File: src/rtl/ddr_wr_arbiter_pkg.sv
// Shared constants, FSM encoding and helpers for the DDR write-burst arbiter.
package ddr_wr_arbiter_pkg;

  localparam int ADDR_W = 27;
  localparam int LEN_W  = 10;
  localparam int DATA_W = 64;

  localparam logic [LEN_W-1:0] BURST_MAX_DEFAULT = 10'd128;

  typedef enum logic [2:0] {
    ARB_IDLE  = 3'd0,
    ARB_REQ   = 3'd1,
    ARB_BURST = 3'd2,
    ARB_END   = 3'd3
  } arb_state_e;

  function automatic logic [LEN_W-1:0] clamp_len(input logic [LEN_W-1:0] len,
                                                 input logic [LEN_W-1:0] max_len);
    return (len > max_len) ? max_len : len;
  endfunction

endpackage

File: src/rtl/ddr_wr_rr_pick.sv
// Two-way round-robin selector: a lone request wins, a tie goes to the channel
// that did not own the bus last.
module ddr_wr_rr_pick
  import ddr_wr_arbiter_pkg::*;
(
  input  logic [1:0] req,
  input  logic       last_grant,
  output logic [1:0] grant
);

  always_comb begin
    grant = 2'b00;
    case (req)
      2'b01:   grant = 2'b01;
      2'b10:   grant = 2'b10;
      2'b11:   grant = last_grant ? 2'b01 : 2'b10;
      default: grant = 2'b00;
    endcase
  end

endmodule

File: src/rtl/ddr_wr_arbiter.sv
// Two-channel DDR write-burst arbiter: round-robin ownership of one memory
// controller port with length clamping, beat accounting and a watchdog.
module ddr_wr_arbiter
  import ddr_wr_arbiter_pkg::*;
#(
  parameter logic [LEN_W-1:0] BURST_MAX = BURST_MAX_DEFAULT,
  parameter logic [15:0]      TIMEOUT   = 16'd4096
) (
  input  logic              mem_clk,
  input  logic              rst_n,
  input  logic              c0_wr_burst_req,
  input  logic [ADDR_W-1:0] c0_wr_burst_addr,
  input  logic [LEN_W-1:0]  c0_wr_burst_len,
  input  logic [DATA_W-1:0] c0_wr_burst_data,
  output logic              c0_wr_burst_data_req,
  output logic              c0_burst_finish,
  input  logic              c1_wr_burst_req,
  input  logic [ADDR_W-1:0] c1_wr_burst_addr,
  input  logic [LEN_W-1:0]  c1_wr_burst_len,
  input  logic [DATA_W-1:0] c1_wr_burst_data,
  output logic              c1_wr_burst_data_req,
  output logic              c1_burst_finish,
  output logic              m_wr_burst_req,
  output logic [ADDR_W-1:0] m_wr_burst_addr,
  output logic [LEN_W-1:0]  m_wr_burst_len,
  output logic [DATA_W-1:0] m_wr_burst_data,
  input  logic              m_wr_burst_data_req,
  input  logic              m_burst_finish,
  output logic [1:0]        grant,
  output logic              err_timeout,
  output logic              err_len
);

  arb_state_e        state_q, state_d;
  logic [1:0]        grant_q, grant_d;
  logic              last_grant_q, last_grant_d;
  logic              m_req_q, m_req_d;
  logic [ADDR_W-1:0] addr_q, addr_d;
  logic [LEN_W-1:0]  len_q, len_d;
  logic [LEN_W-1:0]  beat_q, beat_d;
  logic [15:0]       wd_q, wd_d;
  logic              fin_pulse_q, fin_pulse_d;
  logic              err_len_q, err_len_d;
  logic              err_to_q, err_to_d;

  logic [1:0]        pick_grant;
  logic [ADDR_W-1:0] sel_addr;
  logic [LEN_W-1:0]  sel_len;
  logic [LEN_W-1:0]  beat_inc;
  logic [15:0]       wd_inc;
  logic              burst_active;
  logic              fwd_finish;

  ddr_wr_rr_pick u_pick (
    .req        ({c1_wr_burst_req, c0_wr_burst_req}),
    .last_grant (last_grant_q),
    .grant      (pick_grant)
  );

  assign sel_addr     = pick_grant[0] ? c0_wr_burst_addr : c1_wr_burst_addr;
  assign sel_len      = pick_grant[0] ? c0_wr_burst_len  : c1_wr_burst_len;
  assign beat_inc     = beat_q + LEN_W'(m_wr_burst_data_req);
  assign wd_inc       = wd_q + 16'd1;
  assign burst_active = (state_q == ARB_REQ) || (state_q == ARB_BURST);
  assign fwd_finish   = (state_q == ARB_BURST) && m_burst_finish;

  always_comb begin
    state_d      = state_q;
    grant_d      = grant_q;
    last_grant_d = last_grant_q;
    m_req_d      = m_req_q;
    addr_d       = addr_q;
    len_d        = len_q;
    beat_d       = beat_q;
    wd_d         = wd_q;
    fin_pulse_d  = 1'b0;
    err_len_d    = 1'b0;
    err_to_d     = 1'b0;
    case (state_q)
      ARB_IDLE: begin
        if (|pick_grant) begin
          grant_d   = pick_grant;
          addr_d    = sel_addr;
          len_d     = clamp_len(sel_len, BURST_MAX);
          err_len_d = (sel_len > BURST_MAX);
          beat_d    = '0;
          wd_d      = '0;
          // An empty burst never reaches the controller; the requester is released at once.
          if (sel_len == '0) begin
            fin_pulse_d = 1'b1;
            state_d     = ARB_END;
          end else begin
            m_req_d = 1'b1;
            state_d = ARB_REQ;
          end
        end
      end
      ARB_REQ: begin
        beat_d = beat_inc;
        wd_d   = wd_inc;
        if (wd_inc == TIMEOUT) begin
          err_to_d    = 1'b1;
          m_req_d     = 1'b0;
          fin_pulse_d = 1'b1;
          state_d     = ARB_END;
        end else if (m_wr_burst_data_req) begin
          m_req_d = 1'b0;
          state_d = ARB_BURST;
        end
      end
      ARB_BURST: begin
        beat_d = beat_inc;
        wd_d   = wd_inc;
        // A real finish wins over a watchdog expiry landing on the same cycle.
        if (m_burst_finish) begin
          err_len_d = (beat_inc != len_q);
          state_d   = ARB_END;
        end else if (wd_inc == TIMEOUT) begin
          err_to_d    = 1'b1;
          fin_pulse_d = 1'b1;
          state_d     = ARB_END;
        end
      end
      ARB_END: begin
        last_grant_d = grant_q[1];
        grant_d      = 2'b00;
        state_d      = ARB_IDLE;
      end
      default: state_d = ARB_IDLE;
    endcase
  end

  always_ff @(posedge mem_clk or negedge rst_n) begin
    if (!rst_n) begin
      state_q      <= ARB_IDLE;
      grant_q      <= 2'b00;
      last_grant_q <= 1'b1;
      m_req_q      <= 1'b0;
      addr_q       <= '0;
      len_q        <= '0;
      beat_q       <= '0;
      wd_q         <= '0;
      fin_pulse_q  <= 1'b0;
      err_len_q    <= 1'b0;
      err_to_q     <= 1'b0;
    end else begin
      state_q      <= state_d;
      grant_q      <= grant_d;
      last_grant_q <= last_grant_d;
      m_req_q      <= m_req_d;
      addr_q       <= addr_d;
      len_q        <= len_d;
      beat_q       <= beat_d;
      wd_q         <= wd_d;
      fin_pulse_q  <= fin_pulse_d;
      err_len_q    <= err_len_d;
      err_to_q     <= err_to_d;
    end
  end

  assign grant           = grant_q;
  assign m_wr_burst_req  = m_req_q;
  assign m_wr_burst_addr = addr_q;
  assign m_wr_burst_len  = len_q;
  assign err_len         = err_len_q;
  assign err_timeout     = err_to_q;

  assign m_wr_burst_data = grant_q[0] ? c0_wr_burst_data :
                           grant_q[1] ? c1_wr_burst_data : '0;

  assign c0_wr_burst_data_req = burst_active && grant_q[0] && m_wr_burst_data_req;
  assign c1_wr_burst_data_req = burst_active && grant_q[1] && m_wr_burst_data_req;
  assign c0_burst_finish      = grant_q[0] && (fwd_finish || fin_pulse_q);
  assign c1_burst_finish      = grant_q[1] && (fwd_finish || fin_pulse_q);

endmodule

File: config.mk
export PLATFORM = sky130hd
export DESIGN_NAME = ddr_wr_arbiter
export DESIGN_NICKNAME = d
export VERILOG_FILES = /design/src/rtl/ddr_wr_arbiter_pkg.sv /design/src/rtl/ddr_wr_rr_pick.sv /design/src/rtl/ddr_wr_arbiter.sv
export SDC_FILE = /design/constraint.sdc
export NUM_CORES = 1
export LEC_CHECK = 0
export CORE_ASPECT_RATIO = 0.7
export CORE_MARGIN = 1
export CORE_UTILIZATION = 30
export DETAILED_ROUTE_END_ITERATION = 6
export MAX_ROUTING_LAYER = met4
export PLACE_DENSITY_LB_ADDON = 0.3
export SLEW_MARGIN = 25
export SYNTH_ARGS = -nofsm -noshare
export SYNTH_HDL_FRONTEND = slang
export SYNTH_SLANG_ARGS = --single-unit
File: constraint.sdc
create_clock -name mem_clk -period 2.43 [get_ports mem_clk]
set_clock_uncertainty 0.2 [all_clocks]
set_input_delay 0.486 -clock mem_clk [delete_from_list [all_inputs] [get_ports mem_clk]]
set_output_delay 0.486 -clock mem_clk [all_outputs]
set_load 0.01 [all_outputs]
==> summary.txt, run 1 <==
Status
  – Status: finished, final reports clean

Cells and area
  – Final core utilization: 0.589
  – Final Instance Area: 9250 µm²
  – Nets: 1,126
  – Area Overhead vs Synth: 89.8%
  – Layout cells sized above 1: 0.181

Setup path
  – RR Startpoint: wd_q[3]
  – Critical-path top delay cell: dfrtp_1
  – Startpoint types: flop
  – Worst-path cell chain: nor2b_4 -> buf_4 -> clkbuf_16 -> a22o_4 -> dlygate4sd2_1
  – Critical Path Source: grant[1]
  – CP required: 1740 ps
  – Worst Setup End Kind: output pin
  – FF-to-FF path depth: 6
  – Critical path arrival: 1690 ps
  – WS Path Type: reg -> out
  – Crit path largest cell delay: 380 ps
  – Max FO, Critical Path: 10

Synthesis
  – Async SR Flop Fraction: 1.00
  – Post-Syn Area: 4870 µm²
  – Library cells used by synthesis: 60
  – Post-Syn Instances: 543
  – Synth top cells by count: nand2_1 (77), a22o_1 (73), dfrtp_1 (71), o21ai_0 (51), mux2i_1 (42)
  – Ys flop type: dfrtp_1
  – Net Count, Synth: 760
  – Cell type with the highest aggregate area in the netlist: dfrtp_1
  – Synth area leaders: dfrtp_1 (36%), a22o_1 (13%), mux2i_1 (8.6%)
  – Count leader, synth: nand2_1
  – Warnings from Yosys: 0
  – Number of enable flip-flop cells after synthesis: 0
  – Syn Area/Cell: 8.97 µm²
  – Post-synth top area share: 0.365
  – Register area share after synthesis: 0.370
  – Yosys reg bits: 72

Detailed routing
  – Post-DRT Antenna Nets: 0
  – Met3 WL post-DR: 2720 µm
  – Avg Vias per Cell: 5.23
  – Remaining DRCs: 0
  – Met2 routed WL: 10,700 µm
  – Drt total wl: 23,900 µm
  – M1 wire length: 9940 µm
  – DRT Pass-1 Iters: 5
  – Via Count: 5,854
  – Top sig layer: met4
  – DR iter-0 viols: 407
  – Drt wl/cell: 21.3 µm

Pwr
  – Net Sw Frac: 0.405
  – Sequential share of power: 0.218
  – Pwr Density: 902 nW/µm²
  – Tot Pwr: 8.34 mW
  – Logic gate share of total power: 0.606
  – Maximum vdd drop: 441 µV
  – NetSw: 3.37 mW
  – Clock power frac: 0.175
  – Internal power: 4.96 mW
  – Leak pwr: 4.28 nW

Placement
  – Final GP Congestion: 0.980
  – Port Buffer Count: 317
  – Dpl cell area: 8770 µm²
  – DP HPWL: 19,300 µm

Global route
  – Vias in the first global route: 5,587
  – Pin count of the biggest net entering global routing: 59
  – First-pass GRT wire length: 34,000 µm
  – All-Layer GR Usage: 0.288
  – Antenna violations before repair: 7
  – Grt ovf: 0

Timing
  – Setup-failing EPs final: 0
  – Hold_ws: 277 ps
  – Least-Margin Pin Slew: 590 ps
  – Fin. Hold Viols: 0
  – Fin crit share: 0.979
  – Slew headroom: 0.607
  – Max Slew Vio Count: 0
  – Post-route minimum period: 2380 ps
  – Setup TNS: 0 ps
  – Peak Freq: 0.420 GHz

Floorplan
  – Ports: 318
  – Core Rows: 38
  – Die width: 154 µm
  – Initial Utilization: 0.310
  – DIE HEIGHT: 109 µm
  – Area of the die: 16,800 µm²
  – Core area: 15,700 µm²

Worst hold path
  – Hold_sp: m_wr_burst_addr[11]
  – Hold Crit Class: reg -> reg
  – Worst hold path depth: 2

Clock tree
  – CTS tree: built
  – Clock slew at reported path FFs: 60 ps
  – Clock sinks: 72
  – Worst skew pair latency: 340 ps
  – Cts bufs inserted: 9
  – CTS Buffer Depth: 2
  – Root Buffer: clkbuf_16
  – H-tree depth: 3

Run
  – # Max-Cap Violations: 0
-- cells in the final DEF, fill, tap and decap left out, types with 4 or more instances in the layout --
master / synthesis / layout
nor2b_1: 7 / 5
and3_1: 4 / 4
nor2_1: 20 / 18
a21oi_1: 8 / 7
clkbuf_2: 0 / 25
a22o_1: 73 / 69
a22o_4: 0 / 4
buf_12: 0 / 7
nand3_1: 20 / 20
o31ai_1: 12 / 12
ha_1: 9 / 8
o21ai_0: 51 / 50
mux2i_1: 42 / 40
xnor2_1: 14 / 14
nand2b_1: 4 / 4
clkdlybuf4s50_1: 0 / 241
clkbuf_16: 0 / 10
o211ai_1: 4 / 4
dlymetal6s2s_1: 0 / 9
inv_1: 10 / 10
nor3_1: 17 / 14
nand2_1: 77 / 76
dlygate4sd2_1: 0 / 40
dfrtp_1: 71 / 68
buf_4: 1 / 71
diode_2: 0 / 6
a21o_1: 4 / 4
-- cell families after synthesis --
family	after synthesis	synth area share
AOI/OAI and AO/OA	172	0.259
xor gates and xnor gates	16	0.0288
adders and majority gates	9	0.0231
buffers and inverters	53	0.0434
DFF	72	0.370
muxes	44	0.0917
and+or+nand+nor	177	0.184
-- repair_timing --
| item | 4_1_cts | 5_1_grt |
|---|---|---|
| endpoints found under the setup margin | 78 | 27 |
| setup buffers | 2 | 3 |
| gates resized for setup | 84 | 75 |
| pin swaps | 5 | 7 |
| cloned | 1 | 1 |
| hold buffers | 1 | 0 |
| endpoints found under the hold margin | 18 | 0 |
-- sequential cells by signal, indices dropped and copies added (netlist names) --
| name | flops |
|---|---|
| err_timeout | 1 |
| m_wr_burst_req | 1 |
| beat_q | 10 |
| fin_pulse_q | 1 |
| state_q | 2 |
| m_wr_burst_len | 10 |
| m_wr_burst_addr | 27 |
| grant | 2 |
| wd_q | 16 |
| err_len | 1 |
| last_grant_q | 1 |
-- critical path, delay by kind of cell, from the launching register on --
kind	cells	cell delay [ps]
buffers and inverters	3	600
AND/OR/NAND/NOR	1	150
flip-flops	1	380
AO/OA/AOI/OAI	1	240
-- layer usage --
metal / GRT usage / vias to the layer above
met5: - / -
met4: 0.0813 / 0
met3: 0.129 / 29
met2: 0.425 / 287
met1: 0.356 / 2774
li1: - / 2764
-- stage by stage --
| step | std cells | setup slack (ps) |
|---|---|---|
| 6_report | 1120 | 50.5 |
| 3_3_place_gp | 1090 | -479 |
| 2_1_floorplan | 543 | 7.42 |
| 5_1_grt | 1120 | -26.9 |
| 3_5_place_dp | 1090 | -504 |
| 4_1_cts | 1110 | -191 |
-- path summary, 6_finish.rpt --
check,endpoint,slack [ps]
hold / removal,m_wr_burst_addr[11],280
max in group asynchronous,wd_q[1],990
min in group asynchronous,m_wr_burst_addr[16],490
hold reg to reg,m_wr_burst_addr[11],280
setup / recovery,m_wr_burst_data[40],50
setup reg to reg,state_q[0],60
-- final cells by class --
| type | instances | area [µm²] |
|---|---|---|
| fillers | 1407 | 6440 |
| repair buffers | 398 | 3750 |
| multi-input cells | 418 | 3060 |
| flip-flops and latches | 72 | 1810 |
| well taps | 200 | 250 |
| clock buffers | 9 | 225 |
| clock inverters | 7 | 101 |
| inverters | 10 | 37.5 |
| diodes | 6 | 15.0 |
-- power by group through the flow --
stage	clock network [mW]	logic, mW	registers, mW
final	1.46	5.05	1.82
after global routing	1.54	5.37	1.87
after CTS	1.48	4.97	1.81
after detailed placement	0	5.08	1.83
after global placement	0	5.04	1.82
after floorplan	0	2.12	1.91
Note: power is estimated with default switching activity, not from simulation.
==> inputs of run 2 (changes only) <==
- DONT_BUFFER_PORTS: not set -> 1
- PLACE_DENSITY_LB_ADDON: 0.3 -> not set
==> summary.txt, run 2 (synthesized netlist as in run 1, its figures left out) <==
Setup path
  – Startpoint types: flop
  – Max FO, Critical Path: 5
  – WS Path Type: reg -> reg
  – CP required: 2440 ps
  – Critical path arrival: 2340 ps
  – Worst Setup End Kind: flop

Cells and area
  – Commonest non-fill, non-tap cell in the layout: nand2_1
  – Final Instance Area: 5660 µm²
  – Layout cells sized above 1: 0.150
  – Non-Filler Instances: 767
  – Commonest cells after routing, fill and taps aside: nand2_1 (76), a22o_1 (73), dfrtp_1 (69), o21ai_0 (51), mux2i_1 (41)
  – Nets: 772
  – Area Overhead vs Synth: 16.3%
  – Max reg flops: 27

Pwr
  – Pwr Density: 1100 nW/µm²
  – Tot Pwr: 6.24 mW
  – Sequential share of power: 0.324
  – Leak pwr: 2.54 nW
  – Net Sw Frac: 0.460
  – NetSw: 2.87 mW
  – Clock power frac: 0.196
  – Internal power: 3.37 mW
  – Maximum vdd drop: 565 µV
  – Logic gate share of total power: 0.480

Floorplan
  – Area of the die: 16,800 µm²
  – Core area: 15,700 µm²
  – Die width: 154 µm
  – Initial Utilization: 0.310
  – Core Rows: 38
  – DIE HEIGHT: 109 µm
  – Ports: 318

Detailed routing
  – Avg Vias per Cell: 5.77
  – Drt wl/cell: 25.0 µm
  – DRT Pass-1 Iters: 6
  – Remaining DRCs: 0
  – DR iter-0 viols: 336
  – Post-DRT Antenna Nets: 0
  – Drt total wl: 19,200 µm
  – Via Count: 4,428

Clock tree
  – Root Buffer: clkbuf_16
  – Postcts setup bufs: 0
  – Clock sinks: 72
  – CTS tree: built
  – Worst skew pair latency: 340 ps
  – Clock slew at reported path FFs: 60 ps
  – Cts bufs inserted: 9
  – CTS Buffer Depth: 2
  – H-tree depth: 3

Placement
  – DP HPWL: 15,700 µm
  – Dpl cell area: 5310 µm²
  – Port Buffer Count: 0
  – Placed Instances: 742
  – Final GP Congestion: 0.890

Timing
  – Max Slew Vio Count: 0
  – Fin. Hold Viols: 0
  – Peak Freq: 0.428 GHz
  – Post-route minimum period: 2330 ps
  – Fin crit share: 0.961
  – Least-Margin Pin Slew: 754 ps
  – Unrepaired setup endpoints after global routing: yes
  – Slew headroom: 0.498
  – Setup-failing EPs final: 0

Status
  – Status: finished, final reports clean

Run
  – # Max-Cap Violations: 0

Global route
  – First-pass GRT wire length: 26,500 µm
  – Vias in the first global route: 4,007
  – Antenna violations before repair: 7
  – All-Layer GR Usage: 0.229
  – Pin count of the biggest net entering global routing: 73
  – Grt ovf: 0

Worst hold path
  – Hold Crit Class: in -> reg
run 2: cell count changes in the layout (fill, tap and decap cells not counted), moves of 5 or more:
cell             change
buf_12               -5
buf_4               -31
clkbuf_2            -25
clkdlybuf4s50_1    -241
dlygate4sd2_1       -40
dlymetal6s2s_1       -9
run 2: cell type report:
class / count / area [µm²]
fill: 1598 / 10000
tap: 200 / 250
sequential: 72 / 1810
clock buffer: 9 / 225
inverter: 10 / 37.5
clock inverter: 7 / 47.5
multi-input combinational: 418 / 2900
antenna: 7 / 17.5
timing repair buffer: 44 / 378
run 2: critical path, stage by stage, from the launching register on:
cell and delay (ps):
dfrtp_1 430, ha_1 210, nand3_2 180, nor2_2 190
mux2i_2 270, o2111ai_2 190, buf_4 180, o311ai_1 230
nand3_1 120
run 2: path summary, 6_finish.rpt:
| path | cells after the start | slack (ps) | start | endpoint |
|---|---|---|---|---|
| max | 8 | 100 | wd_q[1] | state_q[0] |
| min in group asynchronous | 2 | 490 | rst_n | m_wr_burst_addr[19] |
| max reg2reg | 8 | 100 | wd_q[1] | state_q[0] |
| min reg2reg | 2 | 300 | beat_q[0] | beat_q[0] |
| min | 1 | 120 | m_burst_finish | err_len |
| max in group asynchronous | 2 | 1200 | rst_n | last_grant_q |
run 2: metal layers:
| layer | wire, µm | up-vias | global-route usage |
|---|---|---|---|
| li1 | - | 2062 | - |
| met1 | 7850 | 2144 | 0.273 |
| met2 | 8790 | 212 | 0.339 |
| met3 | 2430 | 10 | 0.131 |
| met4 | 128 | 0 | 0.0375 |
| met5 | 0 | - | - |
run 2: through the flow:
stage                     hold WS, ps  TNS (ps)  setup slack, ps   util
after global routing              113     -37.4            -35.5  0.361
after CTS                         115         0             52.4  0.358
after detailed placement        -7.92     -1820             -217  0.338
after floorplan                 -9.59         0             7.42      -
after global placement          -7.85      -472            -64.6  0.338
final                             121         0             95.3  0.361
run 2: power groups by stage:
stage | Combinational, mW | Sequential (mW) | Clock [mW]
floorplan | 2.12 | 1.91 | 0
global placement | 2.89 | 2.03 | 0
detailed placement | 2.95 | 2.05 | 0
CTS | 2.99 | 2.03 | 1.25
global route | 3.30 | 2.06 | 1.31
finish | 3.00 | 2.02 | 1.22
run 2: repair_timing:
item                                    4_1_cts  5_1_grt
resized for setup                             0        7
endpoints found under the hold margin        72        0
endpoints found under the setup margin        0       14
hold buffers                                  2        0
==> inputs of run 3 (changes only) <==
- CTS_CLUSTER_SIZE: not set -> 40
- DONT_BUFFER_PORTS: 1 -> not set
- PLACE_DENSITY: not set -> 0.71
==> summary.txt, run 3 (synthesized netlist as in run 1, its figures left out) <==
Timing
  – Peak Freq: 0.419 GHz
  – Setup TNS: 0 ps
  – Hold_ws: 279 ps
  – Post-route minimum period: 2390 ps
  – Max Slew Vio Count: 0
  – Fin. Hold Viols: 0
  – Least-Margin Pin Slew: 453 ps
  – Slew headroom: 0.698
  – Fin crit share: 0.982
  – Unrepaired setup endpoints after global routing: yes
  – Setup-failing EPs final: 0

Clock tree
  – Cts bufs inserted: 9
  – CTS tree: built
  – Clock slew at reported path FFs: 60 ps
  – Root Buffer: clkbuf_16
  – H-tree depth: 3
  – Worst skew pair latency: 340 ps
  – CTS Buffer Depth: 2
  – Clock sinks: 72

Worst hold path
  – Hold Crit Class: reg -> reg
  – Hold_sp: m_wr_burst_addr[12]

Cells and area
  – FILL cells: 1,424
  – Reg area: 1810 µm²
  – Non-Filler Instances: 1,109
  – Layout cells sized above 1: 0.148
  – Commonest non-fill, non-tap cell in the layout: clkdlybuf4s50_1
  – Final Instance Area: 9200 µm²
  – Max reg flops: 27
  – Footprint of the multi-input gates: 3030 µm²
  – Nets: 1,119
  – Commonest cells after routing, fill and taps aside: clkdlybuf4s50_1 (245), nand2_1 (76), a22o_1 (72), dfrtp_1 (66), buf_4 (64)
  – Area Overhead vs Synth: 88.9%

Setup path
  – RR Startpoint: wd_q[0]
  – Worst-path cell chain: nor2b_4 -> buf_12 -> buf_4 -> a22o_1 -> dlygate4sd2_1
  – WS Path Type: reg -> out
  – Startpoint types: flop
  – Critical-path top delay cell: dfrtp_2
  – Max FO, Critical Path: 15
  – Critical Path Source: grant[0]
  – CP required: 1740 ps
  – Worst Setup End Kind: output pin
  – Crit path largest cell delay: 440 ps
  – Critical path arrival: 1700 ps

Global route
  – First-pass GRT wire length: 31,100 µm
  – Pin count of the biggest net entering global routing: 71
  – Vias in the first global route: 5,522
  – Grt ovf: 0
  – All-Layer GR Usage: 0.256
  – Antenna violations before repair: 2

Pwr
  – Pwr Density: 872 nW/µm²
  – Maximum vdd drop: 448 µV
  – Leak pwr: 4.22 nW

Detailed routing
  – Via Count: 5,649
  – DRT Pass-1 Iters: 5
  – Post-DRT Antenna Nets: 0
  – Drt total wl: 21,000 µm
  – Drt wl/cell: 18.9 µm
  – Remaining DRCs: 0
  – Avg Vias per Cell: 5.09
  – DR iter-0 viols: 310

Placement
  – Dpl cell area: 8720 µm²
  – Port Buffer Count: 317
  – Placed Instances: 1,083
  – Final GP Congestion: 0.906
  – DP HPWL: 16,700 µm

Status
  – Status: finished, final reports clean

Floorplan
  – Die width: 154 µm
  – Ports: 318
  – Core Rows: 38
  – Area of the die: 16,800 µm²
  – Initial Utilization: 0.310
  – DIE HEIGHT: 109 µm
  – Core area: 15,700 µm²

Run
  – # Max-Cap Violations: 0
[run 3: worst paths after layout]
check | end | slack [ps] | cells past startpoint
setup / recovery | m_wr_burst_data[23] | 40 | 5
hold / removal | m_wr_burst_addr[12] | 280 | 2
setup reg to reg | err_timeout | 100 | 8
hold reg to reg | m_wr_burst_addr[12] | 280 | 2
max in group asynchronous | last_grant_q | 980 | 3
min in group asynchronous | beat_q[9] | 420 | 2
[run 3: timing repair]
action	4_1_cts	5_1_grt
gates resized for setup	82	33
hold endpoints to repair	17	0
buffers inserted	1	5
hold buffers	1	0
pin swaps	0	11
endpoints found under the setup margin	70	19
gates cloned	1	0
[run 3: report_power, final]
| group | total (mW) | internal [mW] | switching [mW] |
|---|---|---|---|
| combinational | 4.80 | 2.43 | 2.38 |
| sequential | 1.83 | 1.56 | 0.274 |
| clock | 1.39 | 0.815 | 0.571 |
| total | 8.02 | 4.80 | 3.22 |
[run 3: layer usage]
metal,up-vias,wire length [µm],track usage
li1,2752,-,-
met1,2674,9310,0.325
met2,198,9640,0.391
met3,25,1790,0.0914
met4,0,230,0.0559
met5,-,0,-
[run 3: metrics by stage]
stage	setup slack, ps	power, mW	util
2_1_floorplan	7.42	4.04	-
3_3_place_gp	-411	6.75	0.556
3_5_place_dp	-435	6.79	0.556
4_1_cts	-23.0	8.00	0.576
5_1_grt	-34.1	8.55	0.586
6_report	44.3	8.02	0.586
[run 3: worst max-delay path, delay by kind of cell (launching register included)]
kind,cells,cell delay [ps]
flip-flops,1,440
AND/OR/NAND/NOR,1,220
AO/OA/AOI/OAI,1,120
buffers and inverters,3,570
[run 3: cell type report]
cell class | count | area share
diodes | 2 | 0.000544
clock buffers | 9 | 0.0245
clock inverters | 7 | 0.00911
inverters | 10 | 0.00408
multi-input cells | 418 | 0.329
flip-flops and latches | 72 | 0.197
well taps | 200 | 0.0272
repair buffers | 391 | 0.409
